[config.mk]
export PLATFORM = sky130hd
export DESIGN_NAME = csa_sub_pipe
export DESIGN_NICKNAME = d
export VERILOG_FILES = /design/src/rtl/csa_sub_pipe.sv
export SDC_FILE = /design/constraint.sdc
export NUM_CORES = 1
export LEC_CHECK = 0
export ABC_AREA = 1
export BUFFER_PORTS_ARGS = -buffer_cell sky130_fd_sc_hd__buf_4
export CORE_UTILIZATION = 30
export CTS_BUF_LIST = sky130_fd_sc_hd__clkbuf_4
export CTS_CLUSTER_DIAMETER = 100
export DETAILED_ROUTE_END_ITERATION = 6
export PLACE_DENSITY = 0.54
export SKIP_CTS_REPAIR_TIMING = 1
export SLEW_MARGIN = 30
export SYNTH_ARGS = -nofsm -noshare
export SYNTH_HDL_FRONTEND = slang
export SYNTH_SLANG_ARGS = --single-unit
[constraint.sdc]
create_clock -name clk -period 5 [get_ports clk]
set_clock_uncertainty 0.2 [all_clocks]
set_input_delay 0.25 -clock clk [delete_from_list [all_inputs] [get_ports clk]]
set_output_delay 0.25 -clock clk [all_outputs]
set_load 0.02 [all_outputs]
[src/rtl/csa_sub_pipe.sv]
// Pipelined carry-select subtractor: Diff = A - B - Bin.
// Each GROUP-bit slice adds A + ~B using a carry-in of ~Bin, and owns one
// pipeline register stage. The slice carry is passed between stages, so a
// slice picks one of two precomputed sums. Operand bits that are not yet
// processed and Diff slices that are already done move forward with the
// carry. The whole pipeline stalls as one unit under backpressure.
module csa_sub_pipe #(
  parameter int WIDTH = 16,
  parameter int GROUP = 4
) (
  input  logic             clk,
  input  logic             rst,
  input  logic             in_valid,
  output logic             in_ready,
  input  logic [WIDTH-1:0] A,
  input  logic [WIDTH-1:0] B,
  input  logic             Bin,
  output logic             out_valid,
  input  logic             out_ready,
  output logic [WIDTH-1:0] Diff,
  output logic             Bout,
  output logic             Ovf
);

  localparam int STAGES = WIDTH / GROUP;

  // The pipeline moves when the last stage is empty or is being drained.
  logic advance;

  // Per-stage state. Stage k holds the result after slice k is done.
  logic             valid_q [STAGES];
  logic             valid_d [STAGES];
  logic             carry_q [STAGES];
  logic             carry_d [STAGES];
  logic [WIDTH-1:0] a_q     [STAGES];
  logic [WIDTH-1:0] a_d     [STAGES];
  logic [WIDTH-1:0] b_q     [STAGES];
  logic [WIDTH-1:0] b_d     [STAGES];
  logic [WIDTH-1:0] diff_q  [STAGES];
  logic [WIDTH-1:0] diff_d  [STAGES];

  assign advance  = out_ready || !out_valid;
  assign in_ready = advance;

  for (genvar k = 0; k < STAGES; k++) begin : g_slice
    logic [GROUP-1:0] op_a;
    logic [GROUP-1:0] op_b;
    logic             cin;
    logic [GROUP:0]   sum_c0;
    logic [GROUP:0]   sum_c1;
    logic [GROUP:0]   sum_sel;

    if (k == 0) begin : g_first
      // Slice 0 reads the live inputs. Its carry-in is the inverted borrow-in.
      assign op_a       = A[GROUP-1:0];
      assign op_b       = B[GROUP-1:0];
      assign cin        = ~Bin;
      assign valid_d[k] = in_valid;
      assign a_d[k]     = A;
      assign b_d[k]     = B;
      assign diff_d[k]  = WIDTH'(sum_sel[GROUP-1:0]);
    end else begin : g_next
      // Later slices read the skewed operands and the carry from the stage before.
      assign op_a       = a_q[k-1][k*GROUP +: GROUP];
      assign op_b       = b_q[k-1][k*GROUP +: GROUP];
      assign cin        = carry_q[k-1];
      assign valid_d[k] = valid_q[k-1];
      assign a_d[k]     = a_q[k-1];
      assign b_d[k]     = b_q[k-1];
      // Bits above the finished slices are always zero, so OR inserts the new slice.
      assign diff_d[k]  = diff_q[k-1] | (WIDTH'(sum_sel[GROUP-1:0]) << (k*GROUP));
    end

    // Both candidate sums exist before the carry arrives. The carry only drives a mux.
    assign sum_c0     = {1'b0, op_a} + {1'b0, ~op_b};
    assign sum_c1     = {1'b0, op_a} + {1'b0, ~op_b} + {{GROUP{1'b0}}, 1'b1};
    assign sum_sel    = cin ? sum_c1 : sum_c0;
    assign carry_d[k] = sum_sel[GROUP];
  end

  // Stage registers: cleared by reset, and all shift together when advance is 1.
  always_ff @(posedge clk) begin
    // NOTE: state registers use non-blocking assignments, so each stage samples the value its neighbour had before the edge.
    if (rst) begin
      // NOTE: the data registers are reset too, not only the valid bits, so Diff reads 0 right after reset.
      for (int k = 0; k < STAGES; k++) begin
        valid_q[k] <= 1'b0;
        carry_q[k] <= 1'b0;
        a_q[k]     <= '0;
        b_q[k]     <= '0;
        diff_q[k]  <= '0;
      end
    end else if (advance) begin
      for (int k = 0; k < STAGES; k++) begin
        valid_q[k] <= valid_d[k];
        carry_q[k] <= carry_d[k];
        a_q[k]     <= a_d[k];
        b_q[k]     <= b_d[k];
        diff_q[k]  <= diff_d[k];
      end
    end
  end

  assign out_valid = valid_q[STAGES-1];
  assign Diff      = diff_q[STAGES-1];
  // The top carry clears after reset. Gating with valid keeps Bout at 0 in that state.
  assign Bout      = out_valid && !carry_q[STAGES-1];
  assign Ovf       = (a_q[STAGES-1][WIDTH-1] != b_q[STAGES-1][WIDTH-1]) &&
                     (diff_q[STAGES-1][WIDTH-1] != a_q[STAGES-1][WIDTH-1]);

endmodule

After elaboration in Yosys (flattened, before gate mapping)
Memory sizes are Yosys's and may differ from the RTL's.
Cells that the tools add are included.
Widths: inputs -> output; s select.
Word-level totals
  register bits: 0
  memory bits (writable): 200
  bits of input ports: 37
  output and inout port bits: 20
  logic and storage cells: 76
  memories kept: 5
Memories
  a_q: words 4, width 16, read ports 4, clocked after memory_dff 0, wr ports 4, line 35  | logic [WIDTH-1:0] a_q [STAGES];
  b_q: words 4, width 16, read ports 4, clocked after memory_dff 0, wr ports 4, line 37  | logic [WIDTH-1:0] b_q [STAGES];
  diff_q: words 4, width 16, read ports 4, clocked after memory_dff 0, wr ports 4, line 39  | logic [WIDTH-1:0] diff_q [STAGES];
  carry_q: words 4, width 1, read ports 4, clocked after memory_dff 0, wr ports 4, line 33  | logic carry_q [STAGES];
  valid_q: words 4, width 1, read ports 4, clocked after memory_dff 0, wr ports 4, line 31  | logic valid_q [STAGES];
Cells by class
  add/sub/neg operators: 8
  equal/unequal tests: 2
  multiplexer cells: 29
  bitwise logic cells: 27
  reductions and logical operators: 5
Operators with widths (count)
  $mux 16: 12
  $add 4x4->5: 4
  $add 5x1->5 const B: 4
  $mux 5: 4
  $or 1x1->1: 20
  $not 4->4: 4
  $or 16x12->16: 1
  $or 16x16->16: 1
  $or 16x8->16: 1
  $mux 1: 13
  $logic_and 1x1->1: 2
  $logic_not 1->1: 2
  $ne 1x1->1: 2
  $logic_or 1x1->1: 1

Depth between registers and ports, before layout
Gate-level depths: netlist of run 1.
An unclocked memory read counts as a cell.
  depth after elaboration: 7
  gate-level depth with buffers: 13
  mapped depth without buffers: 13

Worst setup path before layout of run 1
No wires, ideal clock.
  path kind: register -> register
  start point: memory valid_q[3]
  end point: memory a_q[0][10], enable pin
  library setup time: 1.162 ns
  data arrival time: 2.733 ns
  data required time: 3.638 ns
  path slack: 0.905 ns
  cell stages (with the launch flop): 2
  buffers on the path: 0
  clock period less this slack: 4.095 ns
  path through: edfxtp_1 -> nand3_1
RTL lines (line)
  start, declared: 31
  end, declared: 35

==> flow_summary_export.csv, run 1 <==
group,metric,value,unit
power,p_leak,2.74,nW
route,wl_per_cell,9.33,µm
clock_network,clk_latency,0.43,ns
die,dieWidth,130,µm
critical_path,crit_required,5.01,ns
yosys,netlist_instances,500,
critical_path,path_cells,"inv_1 -> ha_1 -> inv_1 -> fa_1 -> inv_1 -> ha_1 -> nand2_1 -> nor2_2 -> nand3_1 -> nand2_1 -> inv_1 -> nor2_1",
sta,finalSetupViolations,0,
layout,drive_gt1_share,15.8,%
critical_path,slowest_stage,"fa_1",
die,core,15900,µm²
layout,layout_common_cells,"132 x inv_1, 105 x nor2_1, 98 x edfxtp_1, 59 x nand2_1, 57 x buf_4",
critical_path,worstSetupStartpoint,"b_q[1][8]",
power,power.total,1.67,mW
yosys,netlist.area_leader.share,60.0,%
placement,place.gp.congestion,0.810,
route,drt_iter0_markers,172,
yosys,yosysTopAreaCell,"edfxtp_1",
power,irDropWorstVdd,0.000104,V
flow_run,cap_violations,0,
sta,maxSlewHeadroom,40.0,%
clock_network,numCtsBuffers,9,
clock_network,path_clk_slew,0.14,ns
layout,nNetsFinal,645,
grt,grt_pass1_vias,3157,
die,dieArea,16900,µm²
route,avgViaCountPerCell,4.02,
critical_path,r2r-end,"carry_q[2]",
die,io_pins,57,
yosys,seq_area_frac_synth,60.0,%
die,start_util,30.8,%
critical_path,path_class,"reg -> reg",
yosys,syn_nets,561,
grt,grtUsageTotal,9.94,%
layout,antenna_cells,0,
critical_path,endpoint,"carry_q[2]",
sta,finalHoldViolCount,0,
critical_path,worst_setup_path_end_kind,"register",
route,firstDrtPassIters,4,
yosys,synthDistinctLibCells,22,
sta,finalSetupTns,0,ns
critical_path,cpMostUsedCell,"inv_1",
sta,max_freq,435,MHz
die,die_y,130,µm
layout,final_common_cell,"inv_1",
critical_path,cpPeakStageDelay,0.56,ns
placement,hpwl,5120,µm
route,drc,0,
sta,rsz0062_at_grt,"no",
placement,portBuffers,56,
yosys,ys_seq_elements,98,
grt,grt_max_degree,88,
layout,areaGrowthSynthToFinish,20.5,%
die,rows,46,
sta,post-route-min-period,2.30,ns
critical_path,r2r_slack,2.70,ns
worst_hold_path,min_from,"B[1]",
sta,tightestPinTransition,0.900,ns
route,ant_nets,0,
yosys,synth_warnings,0,
yosys,synthTopCellsByArea,"edfxtp_1 60%, inv_1 10%, nor2_1 8.0%, ha_1 5.1%, nand2_1 4.5%",
route,wl,7510,µm
sta,drv_slew,0,
sta,fin_crit_sh,46.0,%
power,power_density,282,nW/µm²
grt,gr-total-overflow,0,
yosys,syn_area_per_cell,9.81,µm²
clock_network,cts_max_path_buffers,2,
grt,antenna_found_initial,0,
critical_path,cp-start-kind,"register",
clock_network,cts-htree-levels,3,
clock_network,cts_sinks,98,
worst_hold_path,hold_class,"in -> reg",
route,via_count,3233,
yosys,synth_area,4900,µm²
critical_path,worst_r2r_path_depth,12,
clock_network,root_buffer,"clkbuf_4",
critical_path,critPathArrivalTime,2.31,ns
outcome,status,"finished, final reports clean",
grt,grt_first_pass_wirelength,13200,µm
critical_path,crit_path_max_fanout,3,
critical_path,reg2reg_from,"b_q[1][8]",
clock_network,cts_tree,"yes",
-- power breakdown --
part,total (mW),internal [mW],leakage (nW),switching [mW]
registers,0.999,0.977,1.16,0.0217
logic,0.305,0.131,1.53,0.173
clock network,0.363,0.111,0.0582,0.251
total,1.67,1.22,2.74,0.446
-- synthesized netlist by cell type (all sizes together) --
| master | number |
|---|---|
| a21o | 1 |
| a21oi | 11 |
| buf | 10 |
| edfxtp | 98 |
| fa | 4 |
| ha | 20 |
| inv | 136 |
| mux2i | 1 |
| nand2 | 68 |
| nand3 | 29 |
| nor2 | 109 |
| nor3 | 3 |
| nor3b | 5 |
| o21ai | 5 |
-- through the flow --
stage | std cells | cell area (µm²) | setup slack [ns] | hold WS [ns] | utilization, %
2_1_floorplan | 500 | 4900 | 0.905 | 0.258 | -
3_3_place_gp | 763 | 5540 | 2.73 | 0.323 | 34.7
3_5_place_dp | 763 | 5540 | 2.70 | 0.328 | 34.7
4_1_cts | 779 | 5650 | 2.67 | -0.141 | 35.4
5_1_grt | 805 | 5910 | 2.51 | 0.239 | 37.1
6_report | 805 | 5910 | 2.70 | 0.219 | 37.1
-- worst max-delay path, delay by kind of cell (launching register included) --
| kind | cells | cell delay (ns) |
|---|---|---|
| fa+ha+maj | 3 | 0.93 |
| buf+inv | 4 | 0.23 |
| flops | 1 | 0.38 |
| simple gates | 5 | 0.33 |
-- sequential cells by signal, indices dropped and copies added (netlist names) --
name,cells
a_q,25
carry_q,4
valid_q,4
diff_q,40
b_q,25
-- cell families (layout without fill, tap and decap cells) --
logic type / count (synthesis) / after routing / share of synthesized area (%)
AOI/OAI and AO/OA: 17 / 17 / 1.79
adders and majority gates: 24 / 24 / 6.73
buffers and inverters: 146 / 235 / 12.1
DFF: 98 / 98 / 60.0
muxes: 1 / 1 / 0.204
and+or+nand+nor: 214 / 214 / 19.2
-- worst min-delay path by stage --
stage	end	slack [ns]	cells after the start
after global placement	a_q[1][15]	0.32	2
after global routing	diff_q[0][0]	0.24	4
final	diff_q[0][1]	0.22	5
after floorplan	a_q[0][4]	0.26	2
after detailed placement	b_q[2][12]	0.33	2
after CTS	b_q[0][8]	-0.14	3
-- routing by layer --
layer	up-vias	wire (µm)	share of wire [%]	GRT usage, %
met4	0	91	1.2	4.10
met2	48	3750	50	17.7
met3	8	335	4.5	3.12
met1	1467	3340	44	10.9
met5	-	0	0	0
li1	1710	-	-	-
-- area by class of cell --
| cell class | instances | area [µm²] |
|---|---|---|
| fillers | 1625 | 10000 |
| well taps | 216 | 270 |
| clock buffers | 11 | 82.6 |
| inverters | 136 | 510 |
| clock inverters | 5 | 31.3 |
| multi-input cells | 256 | 1390 |
| repair buffers | 83 | 688 |
| flip-flops and latches | 98 | 2940 |
Note: power is estimated with default switching activity, not from simulation.
==> run 2: changes to the inputs <==
- clock period: 5 -> 2.25 ns (I/O delays scaled with it)
==> flow_summary_export.csv, run 2 (same netlist as run 1, synthesis figures left out) <==
group,metric,value,unit
critical_path,path_cells,"inv_2 -> ha_4 -> inv_2 -> fa_1 -> buf_4 -> buf_4 -> nor3_2 -> nand2_1 -> nand2_1 -> nor2_1",
route,firstDrtPassIters,5,
clock_network,cts_tree,"yes",
layout,areaGrowthSynthToFinish,25.2,%
sta,finalHoldViolCount,0,
layout,antenna_cells,0,
layout,drive_gt1_share,19.7,%
layout,regMostFlops,"diff_q",
critical_path,path_class,"reg -> reg",
route,drc,0,
sta,tightestPinTransition,0.416,ns
grt,antenna_found_initial,0,
outcome,status,"finished, final reports clean",
layout,final_common_cell,"inv_1",
power,p_leak,2.85,nW
grt,grt_pass1_vias,3080,
grt,grtUsageTotal,10.2,%
critical_path,worst_setup_path_end_kind,"register",
grt,gr-total-overflow,0,
layout,layout_common_cells,"128 x inv_1, 105 x nor2_1, 98 x edfxtp_1, 65 x buf_4, 56 x nand2_1",
layout,top_regs,"diff_q (40), a_q (25), b_q (25)",
placement,dp_slack,0.0202,ns
route,via_count,3279,
sta,layout_setup_ws,0.0862,ns
clock_network,path_clk_slew,0.14,ns
sta,maxSlewHeadroom,72.2,%
die,io_pins,57,
route,drt_iter0_markers,133,
route,wl,7890,µm
sta,whs,0.0447,ns
power,irDropWorstVdd,0.000245,V
sta,max_freq,462,MHz
sta,finalSetupTns,0,ns
power,power_density,664,nW/µm²
placement,postPlaceCellArea,5610,µm²
clock_network,clk_latency,0.45,ns
sta,rsz0062_at_grt,"yes",
die,rows,46,
placement,hpwl,5350,µm
placement,place.gp.congestion,0.837,
clock_network,cts-htree-levels,3,
grt,grt_first_pass_wirelength,13100,µm
flow_run,cap_violations,0,
critical_path,crit_path_max_fanout,3,
critical_path,slowest_stage,"fa_1",
layout,largest_reg_flops,40,
die,dieWidth,130,µm
die,start_util,30.8,%
grt,grt_max_degree,52,
route,wl_per_cell,9.69,µm
critical_path,crit_required,2.28,ns
sta,drv_slew,0,
clock_network,numCtsBuffers,9,
critical_path,cp-start-kind,"register",
layout,final_area,6140,µm²
route,avgViaCountPerCell,4.03,
placement,portBuffers,56,
route,ant_nets,0,
die,dieArea,16900,µm²
sta,post-route-min-period,2.16,ns
worst_hold_path,hold_class,"in -> reg",
layout,nNetsFinal,656,
clock_network,cts_sinks,98,
critical_path,critPathArrivalTime,2.19,ns
sta,finalSetupViolations,0,
sta,fin_crit_sh,96.2,%
clock_network,cts_max_path_buffers,2,
die,core,15900,µm²
critical_path,cpPeakStageDelay,0.49,ns
die,die_y,130,µm
clock_network,root_buffer,"clkbuf_4",
## run 2: cell count changes in the layout (fill, tap and decap cells not counted), moves of 4 or more
cell   change
inv_1      -4
ha_1       -6
inv_2      +4
buf_4      +8
## run 2: path summary, 6_finish.rpt
path / start / endpoint / slack [ns] / cells past startpoint
setup / recovery: b_q[0][4] / diff_q[1][7] / 0.09 / 10
hold / removal: rst / b_q[0][15] / 0.04 / 3
setup reg to reg: b_q[0][4] / diff_q[1][7] / 0.09 / 10
hold reg to reg: a_q[1][12] / a_q[2][12] / 0.36 / 2
## run 2: power by group
| part | internal, mW | switching, mW | total (mW) |
|---|---|---|---|
| registers | 2.17 | 0.0530 | 2.22 |
| clock network | 0.577 | 0.555 | 1.13 |
| logic | 0.323 | 0.397 | 0.721 |
| total | 3.07 | 1.00 | 4.08 |
## run 2: metal layers
layer  global-route usage (%)  share of wire, %  up-vias
met1                     11.3                45     1466
met4                     5.40               1.9        0
met3                     3.49               4.1       12
li1                         -                 -     1731
met5                        0                 0        -
met2                     17.2                48       70
## run 2: worst max-delay path: cells and delay by family, from the launching register on
| family | cells | cell delay (ns) |
|---|---|---|
| adder cells (fa/ha/maj) | 2 | 0.62 |
| flip-flops | 1 | 0.40 |
| buffers and inverters | 4 | 0.38 |
| AND/OR/NAND/NOR | 4 | 0.35 |
## run 2: layout make-up
type	instances	area, µm²
fillers	1567	9800
flip-flops and latches	98	2940
multi-input cells	256	1450
repair buffers	94	798
inverters	136	510
well taps	216	270
clock inverters	3	90.1
clock buffers	11	82.6
## run 2: metrics by stage
step | total power [mW] | util (%) | std cells
final | 4.08 | 38.5 | 814
after global routing | 4.31 | 38.5 | 814
after CTS | 4.06 | 36.3 | 783
after detailed placement | 2.92 | 35.2 | 769
after global placement | 2.90 | 35.2 | 769
after floorplan | 2.73 | - | 500
==> run 3: changes to the inputs <==
--- a/config.mk
+++ b/config.mk
@@ -8,9 +8,9 @@
 export ABC_AREA = 1
 export BUFFER_PORTS_ARGS = -buffer_cell sky130_fd_sc_hd__buf_4
-export CORE_UTILIZATION = 30
+export CORE_UTILIZATION = 60
 export CTS_BUF_LIST = sky130_fd_sc_hd__clkbuf_4
 export CTS_CLUSTER_DIAMETER = 100
 export DETAILED_ROUTE_END_ITERATION = 6
-export PLACE_DENSITY = 0.54
+export PLACE_DENSITY = 0.89
 export SKIP_CTS_REPAIR_TIMING = 1
 export SLEW_MARGIN = 30
--- a/constraint.sdc
+++ b/constraint.sdc
@@ -3,3 +3,3 @@
 set_input_delay 0.1125 -clock clk [delete_from_list [all_inputs] [get_ports clk]]
 set_output_delay 0.1125 -clock clk [all_outputs]
-set_load 0.02 [all_outputs]
+set_load 0.05 [all_outputs]
==> flow_summary_export.csv, run 3 (same netlist as run 1, synthesis figures left out) <==
group,metric,value,unit
layout,finish.utilization,77.0,%
placement,portBuffers,56,
die,dieWidth,92.4,µm
die,io_pins,57,
layout,largest_reg_flops,40,
power,power_density,670,nW/µm²
layout,regArea,2940,µm²
route,via_count,3543,
layout,final_common_cell,"inv_1",
die,rows,32,
grt,grt_max_degree,39,
die,start_util,62.8,%
die,die_y,92.4,µm
sta,tightestPinTransition,0.342,ns
layout,regMostFlops,"diff_q",
power,p_int,2.86,mW
sta,maxSlewHeadroom,77.1,%
power,p_leak,2.85,nW
clock_network,cts_max_path_buffers,2,
sta,finalHoldViolCount,0,
route,avgViaCountPerCell,5.03,
layout,antenna_cells,0,
die,dieArea,8540,µm²
layout,top_regs,"diff_q (40), a_q (25), b_q (25)",
grt,grt_pass1_vias,3452,
route,drc,0,
clock_network,cts_sinks,98,
route,wl_per_cell,13.5,µm
outcome,status,"complete, but fails checks",
power,switching_share,29.0,%
layout,nNetsFinal,658,
route,drt_iter0_markers,284,
route,ant_nets,0,
sta,layout_setup_ws,-0.0204,ns
power,power_frac_clock,22.9,%
power,p_comb_share,21.6,%
route,wl,9520,µm
critical_path,cpPeakStageDelay,0.60,ns
grt,antenna_found_initial,0,
grt,gr-total-overflow,0,
critical_path,critPathArrivalTime,2.27,ns
sta,rsz0062_at_grt,"yes",
die,core,7810,µm²
layout,areaGrowthSynthToFinish,22.6,%
layout,layout_common_cells,"127 x inv_1, 104 x nor2_1, 98 x edfxtp_1, 68 x buf_4, 55 x nand2_1",
worst_hold_path,hold_class,"in -> reg",
clock_network,cts-htree-levels,3,
flow_run,cap_violations,0,
sta,drv_slew,0,
critical_path,crit_required,2.25,ns
critical_path,slowest_stage,"fa_2",
grt,grt_first_pass_wirelength,13600,µm
critical_path,worst_setup_path_end_kind,"register",
layout,fillers,481,
sta,fin_crit_sh,101,%
power,netSwitchingPower,1.17,mW
sta,finalSetupViolations,1,
critical_path,path_class,"reg -> reg",
placement,dp_slack,-0.0773,ns
sta,post-route-min-period,2.27,ns
clock_network,path_clk_slew,0.15,ns
grt,grtUsageTotal,20.3,%
outcome,violations,"setup timing",
placement,place.gp.congestion,0.851,
clock_network,clk_latency,0.44,ns
layout,multi_input_area,1480,µm²
critical_path,cp-start-kind,"register",
sta,max_freq,440,MHz
layout,drive_gt1_share,21.1,%
route,firstDrtPassIters,5,
critical_path,cpMostUsedCell,"inv_2",
critical_path,path_cells,"inv_2 -> ha_4 -> inv_4 -> fa_2 -> inv_2 -> ha_4 -> nand2_4 -> nor2_4 -> nand3_2 -> nand2_2 -> inv_2 -> nor2_2",
power,irDropWorstVdd,0.000352,V
clock_network,root_buffer,"clkbuf_4",
critical_path,crit_path_max_fanout,3,
clock_network,numCtsBuffers,9,
power,p_seq_share,55.5,%
clock_network,cts_tree,"yes",
placement,hpwl,5740,µm
[run 3: layout make-up]
class | count | area share, %
clock buffer | 10 | 1.25
clock inverter | 6 | 0.958
inverter | 136 | 8.53
multi-input combinational | 256 | 24.7
sequential | 98 | 49.0
tap | 102 | 2.12
timing repair buffer | 96 | 13.5
[run 3: power by group through the flow]
stage | registers [mW] | logic, mW | clock network [mW]
floorplan | 2.36 | 0.437 | 0
global placement | 2.26 | 0.696 | 0
detailed placement | 2.27 | 0.738 | 0
CTS | 2.23 | 0.743 | 0.916
global route | 2.25 | 0.960 | 0.981
finish | 2.23 | 0.872 | 0.922
[run 3: path summary, 6_finish.rpt]
path | startpoint | end | cells after the start | slack, ns
max | b_q[1][8] | carry_q[2] | 12 | -0.02
min | out_ready | b_q[1][14] | 3 | 0.03
max reg2reg | b_q[1][8] | carry_q[2] | 12 | -0.02
min reg2reg | diff_q[2][4] | diff_q[3][4] | 2 | 0.37
[run 3: metrics by stage]
| stage | total power, mW | hold slack (ns) | TNS (ns) | cells | instance area, µm² |
|---|---|---|---|---|---|
| after global placement | 2.95 | 0.206 | 0 | 656 | 5470 |
| final | 4.03 | 0.0295 | -0.0204 | 704 | 6010 |
| after global routing | 4.19 | 0.0538 | -0.379 | 704 | 6010 |
| after floorplan | 2.80 | 0.120 | -5.96 | 500 | 4920 |
| after detailed placement | 3.01 | 0.213 | -0.0773 | 656 | 5470 |
| after CTS | 3.89 | -0.244 | -0.203 | 672 | 5600 |
[run 3: worst max-delay path, delay by kind of cell (launching register included)]
kind                     cells  cell delay [ns]
AND/OR/NAND/NOR              5             0.28
adder cells (fa/ha/maj)      3             0.91
flip-flops                   1             0.42
buffers and inverters        4             0.24
[run 3: per-layer routing]
metal	up-vias	track usage [%]	share of wire, %
met5	-	0	0
met2	145	38.6	55
met4	0	11.6	4.0
met1	1625	20.8	37
li1	1738	-	-
met3	35	3.53	4.5
